**config.mk**
```make
export PLATFORM = sky130hd
export DESIGN_NAME = alien_grid
export DESIGN_NICKNAME = d
export VERILOG_FILES = /design/src/rtl/alien_grid_pkg.sv /design/src/rtl/alien_hit_locator.sv /design/src/rtl/alien_grid.sv
export SDC_FILE = /design/constraint.sdc
export NUM_CORES = 1
export LEC_CHECK = 0
export BUFFER_PORTS_ARGS = -buffer_cell sky130_fd_sc_hd__buf_2
export CORE_UTILIZATION = 50
export CTS_BUF_LIST = sky130_fd_sc_hd__clkbuf_8
export DETAILED_ROUTE_END_ITERATION = 12
export PLACE_DENSITY_LB_ADDON = 0.2
export SYNTH_ARGS = -nofsm -noshare
export SYNTH_HDL_FRONTEND = slang
export SYNTH_HIERARCHICAL = 1
export SYNTH_SLANG_ARGS = --single-unit
```
**constraint.sdc**
```tcl
create_clock -name Clk -period 5.3 [get_ports Clk]
set_clock_uncertainty 0.05 [all_clocks]
set_input_delay 1.06 -clock Clk [delete_from_list [all_inputs] [get_ports Clk]]
set_output_delay 1.06 -clock Clk [all_outputs]
set_load 0.01 [all_outputs]
```
**src/rtl/alien_grid_pkg.sv**
```systemverilog
// rtl/alien_grid_pkg.sv - formation geometry, point values and FSM encoding for alien_grid
package alien_grid_pkg;

  localparam int ROWS       = 5;
  localparam int COLS       = 10;
  localparam int ALIEN_W    = 30;
  localparam int ALIEN_H    = 20;
  localparam int COL_PITCH  = 40;
  localparam int ROW_PITCH  = 30;
  localparam int NUM_ALIENS = ROWS * COLS;

  localparam logic [15:0] PTS_TOP = 16'd30;
  localparam logic [15:0] PTS_MID = 16'd20;
  localparam logic [15:0] PTS_LOW = 16'd10;

  typedef enum logic [1:0] {
    ST_IDLE    = 2'd0,
    ST_LOCATE  = 2'd1,
    ST_RESOLVE = 2'd2,
    ST_RELOAD  = 2'd3
  } state_e;

  function automatic logic [15:0] row_points(input logic [2:0] row);
    if (row == 3'd0)
      return PTS_TOP;
    else if (row <= 3'd2)
      return PTS_MID;
    else
      return PTS_LOW;
  endfunction

endpackage

```
**src/rtl/alien_hit_locator.sv**
```systemverilog
// rtl/alien_hit_locator.sv - maps a signed bullet offset to the struck alien (row, col, valid)
module alien_hit_locator
  import alien_grid_pkg::*;
(
  input  logic signed [10:0] d_row_i,
  input  logic signed [10:0] d_col_i,
  output logic [2:0]         row_o,
  output logic [3:0]         col_o,
  output logic               valid_o
);

  logic row_ok;
  logic col_ok;

  // Each row/column band is tested independently; gaps between sprites fall in no band.
  always_comb begin
    int off_r;
    int off_c;
    off_r  = 0;
    off_c  = 0;
    row_o  = '0;
    col_o  = '0;
    row_ok = 1'b0;
    col_ok = 1'b0;
    for (int r = 0; r < ROWS; r++) begin
      off_r = int'(d_row_i) - r * ROW_PITCH;
      if (off_r >= 0 && off_r < ALIEN_H) begin
        row_ok = 1'b1;
        row_o  = 3'(r);
      end
    end
    for (int c = 0; c < COLS; c++) begin
      off_c = int'(d_col_i) - c * COL_PITCH;
      if (off_c >= 0 && off_c < ALIEN_W) begin
        col_ok = 1'b1;
        col_o  = 4'(c);
      end
    end
    valid_o = row_ok && col_ok;
  end

endmodule

```
**src/rtl/alien_grid.sv**
```systemverilog
// rtl/alien_grid.sv - alien formation state: bullet hit resolution, scoring and wave reload
module alien_grid
  import alien_grid_pkg::*;
(
  input  logic        Clk,
  input  logic        Reset_n,
  input  logic [8:0]  AliensRow,
  input  logic [9:0]  AliensCol,
  input  logic        Game_Over,
  input  logic        Bullet_Valid,
  input  logic [8:0]  Bullet_Row,
  input  logic [9:0]  Bullet_Col,
  output logic        Bullet_Ready,
  output logic        Hit,
  output logic        Miss,
  output logic [5:0]  Hit_Index,
  output logic [49:0] Aliens_Grid,
  output logic        Aliens_Defeated,
  output logic [15:0] Score,
  output logic [3:0]  Wave
);

  state_e             state_q;
  logic [8:0]         brow_q;
  logic [9:0]         bcol_q;
  logic [8:0]         arow_q;
  logic [9:0]         acol_q;
  logic signed [10:0] d_row_q;
  logic signed [10:0] d_col_q;
  logic [49:0]        grid_q;
  logic [15:0]        score_q;
  logic [3:0]         wave_q;
  logic [5:0]         hit_idx_q;
  logic               hit_q;
  logic               miss_q;
  logic               def_q;

  logic [2:0]  loc_row;
  logic [3:0]  loc_col;
  logic        loc_valid;
  logic [5:0]  loc_idx;
  logic        strike;
  logic [49:0] grid_d;
  logic [16:0] score_sum;
  logic [15:0] score_d;

  alien_hit_locator u_locator (
    .d_row_i (d_row_q),
    .d_col_i (d_col_q),
    .row_o   (loc_row),
    .col_o   (loc_col),
    .valid_o (loc_valid)
  );

  assign loc_idx   = 6'(loc_row) * 6'(COLS) + 6'(loc_col);
  assign strike    = loc_valid && grid_q[loc_idx];
  assign grid_d    = grid_q & ~(50'd1 << loc_idx);
  assign score_sum = {1'b0, score_q} + {1'b0, row_points(loc_row)};
  assign score_d   = score_sum[16] ? 16'hFFFF : score_sum[15:0];

  always_ff @(posedge Clk or negedge Reset_n) begin
    if (!Reset_n) begin
      state_q   <= ST_IDLE;
      brow_q    <= '0;
      bcol_q    <= '0;
      arow_q    <= '0;
      acol_q    <= '0;
      d_row_q   <= '0;
      d_col_q   <= '0;
      grid_q    <= '1;
      score_q   <= '0;
      wave_q    <= '0;
      hit_idx_q <= '0;
      hit_q     <= 1'b0;
      miss_q    <= 1'b0;
      def_q     <= 1'b0;
    end else begin
      hit_q  <= 1'b0;
      miss_q <= 1'b0;
      def_q  <= 1'b0;
      case (state_q)
        ST_IDLE: begin
          if (Bullet_Valid && Bullet_Ready) begin
            brow_q  <= Bullet_Row;
            bcol_q  <= Bullet_Col;
            arow_q  <= AliensRow;
            acol_q  <= AliensCol;
            state_q <= ST_LOCATE;
          end
        end
        ST_LOCATE: begin
          d_row_q <= $signed({2'b00, brow_q}) - $signed({2'b00, arow_q});
          d_col_q <= $signed({1'b0, bcol_q}) - $signed({1'b0, acol_q});
          state_q <= ST_RESOLVE;
        end
        ST_RESOLVE: begin
          if (strike) begin
            grid_q    <= grid_d;
            hit_q     <= 1'b1;
            hit_idx_q <= loc_idx;
            score_q   <= score_d;
            if (grid_d == '0) begin
              def_q   <= 1'b1;
              state_q <= ST_RELOAD;
            end else begin
              state_q <= ST_IDLE;
            end
          end else begin
            miss_q  <= 1'b1;
            state_q <= ST_IDLE;
          end
        end
        ST_RELOAD: begin
          grid_q  <= '1;
          wave_q  <= wave_q + 4'd1;
          state_q <= ST_IDLE;
        end
        default: state_q <= ST_IDLE;
      endcase
    end
  end

  assign Bullet_Ready    = (state_q == ST_IDLE) && !Game_Over;
  assign Hit             = hit_q;
  assign Miss            = miss_q;
  assign Hit_Index       = hit_idx_q;
  assign Aliens_Grid     = grid_q;
  assign Aliens_Defeated = def_q;
  assign Score           = score_q;
  assign Wave            = wave_q;

endmodule

```
==> results_dict.tcl <==
set metrics [dict create \
    viasPerCell 5.95 \
    rsz0062_at_grt "yes" \
    dr.pass1.iters 6 \
    die_y_um 135 \
    run_status "complete, no violations" \
    drive_above_1_share 0.298 \
    critical_path.endpoint_type "flop" \
    wl_per_cell_um 18.1 \
    fin_cells 1331 \
    p_comb_frac 0.504 \
    detail-route-antenna-nets 0 \
    antennaDiodeCount 0 \
    gp_congestion 0.968 \
    synth.avg_cell_area_um2 9.30 \
    final_nets 1184 \
    die_x_um 135 \
    remaining_drc_errors 0 \
    cp_cell_sequence "inv_1, ha_1, and4bb_1, nand4b_1, nor3_2, nor3b_1, o31a_1, ha_1, fa_1, buf_4, a21o_1, a21oi_1, nor2_1, buf_4, o41ai_1, a41oi_1, a2111oi_0, nand4_1, nand2b_1" \
    slowest_stage "o41ai_1" \
    drt_iter0_markers 876 \
    dp.cells 1297 \
    slowest_delay_ns 0.50 \
    pwr-share-clk 0.177 \
    tightest_slew_ns 1.01 \
    pin_count 122 \
    drv_cap 0 \
    p_per_area_nw_per_um2 535 \
    synthCells 951 \
    timing.final.crit_share 0.964 \
    setup_viol 0 \
    hold_viol_final 0 \
    num_rows 48 \
    clk_pin_slew_worst_paths_ns 0.09 \
    grt_pass1_vias 7320 \
    yosysWarnings 6 \
    start_kind "flop" \
    clockRootBuffer "clkbuf_8" \
    path_max_fanout 7 \
    min_period_ns 5.11 \
    cp.required_ns 5.65 \
    path_delay_family "compound AO/OA/AOI/OAI gates" \
    core-area_um2 17300 \
    n_fill_cell 1518 \
    num_vias 7922 \
    regArea_um2 3520 \
    grt_first_pass_wirelength_um 39000 \
    fmax_mhz 196 \
    grt.overflow.total 0 \
    port_buffers 121 \
    max_slew_margin 0.325 \
    numClockSinks 138 \
    cp_num_buf_inv 3 \
    sw_frac_of_total 0.434 \
    multi_input_area_um2 4960 \
    power_leakage_uw 0.00456 \
    crit_type "reg2reg" \
    p_int_uw 3140 \
    area_growth_pct 17.3 \
    mappedNetlistNets 1042 \
    slew_violations 0 \
    grt_max_degree 101 \
    clkLatencyLatePin_ns 0.46 \
    cts_tree "yes" \
    post-route-util 0.600 \
    start_util 0.511 \
    die_area_um2 18200 \
    holdCritPathClass "reg2reg" \
    switching_power_uw 2410 \
    syn_area_um2 8840 \
    dp_hpwl_um 17100 \
    cts_made_buffers 17 \
    htree_num_levels 4 \
    seq_power_share 0.319 \
    track_usage 0.273 \
    antenna_found_initial 0 \
    clockBufferDepth 2 \
    crit_arrival_ns 5.46 \
    drt-total-wl_um 24100 \
    peakVddDrop_uv 238 \
]
## cells in the final DEF, fill, tap and decap left out, types with 13 or more instances in the layout
master    count
mux4_2       15
nor3_1       23
o31ai_1      18
mux2_2       24
buf_2       120
xor2_1       13
nand2_1     121
nand4_1      14
nor2_1       51
dfrtp_1      86
nand3_1      24
inv_1        49
o21ai_0      95
a21oi_1      46
clkbuf_8     18
ha_1         43
o21a_1       15
buf_4        47
dfstp_2      50
## layer usage
layer,GRT usage,vias to the layer above,part of all wire
li1,-,3760,-
met1,0.403,3759,0.47
met2,0.399,361,0.44
met3,0.0589,42,0.078
met4,0.0780,0,0.016
met5,0,-,0
## final timing paths
kind	cells past startpoint	slack, ns	end	start
max in group asynchronous	2	3.50	Aliens_Grid[7]	Reset_n
max reg2reg	19	0.19	state_q[0]	d_col_q[4]
max	19	0.19	state_q[0]	d_col_q[4]
min in group asynchronous	1	0.65	Miss	Reset_n
min	1	0.40	Score[0]	Score[0]
min reg2reg	1	0.40	Score[0]	Score[0]
## registers in the layout, indices dropped and copies added (netlist names)
signal           count
Aliens_Defeated      1
Aliens_Grid         50
Hit                  1
Hit_Index            6
Miss                 1
Score               16
Wave                 4
acol_q              10
arow_q               9
bcol_q              10
brow_q               9
d_col_q             10
d_row_q              9
state_q              2
## area by class of cell
type                    count  share of cell area
well taps                 225              0.0271
flip-flops and latches    138               0.339
clock buffers              18              0.0239
clock inverters            14              0.0186
multi-input cells         717               0.478
repair buffers            169              0.0949
inverters                  50              0.0181
## power by group through the flow
stage	Sequential [µW]	Clock, µW	Combinational, µW
finish	1770	981	2800
global route	1810	1040	3070
CTS	1750	996	2710
detailed placement	1770	0	2690
global placement	1760	0	2690
floorplan	1690	0	1900
## per-stage QoR
stage / hold WS [ns] / TNS, ns / total power (µW) / setup slack (ns) / instance area, µm²
floorplan: 0.392 / 0 / 3590 / 0.457 / 8840
finish: 0.405 / 0 / 5550 / 0.189 / 10400
detailed placement: 0.391 / -7.05 / 4460 / -0.241 / 9850
CTS: 0.410 / 0 / 5450 / 0.190 / 10300
global placement: 0.388 / -6.05 / 4450 / -0.211 / 9850
global route: 0.424 / -0.0460 / 5920 / -0.0340 / 10400
## repair_timing
| item | CTS | global route |
|---|---|---|
| pin swaps | 1 | 2 |
| hold buffers | 0 | 0 |
| setup endpoints to repair | 48 | 69 |
| buffers inserted | 2 | 0 |
| gates resized for setup | 0 | 17 |
Power figures use the tool's default switching activity.
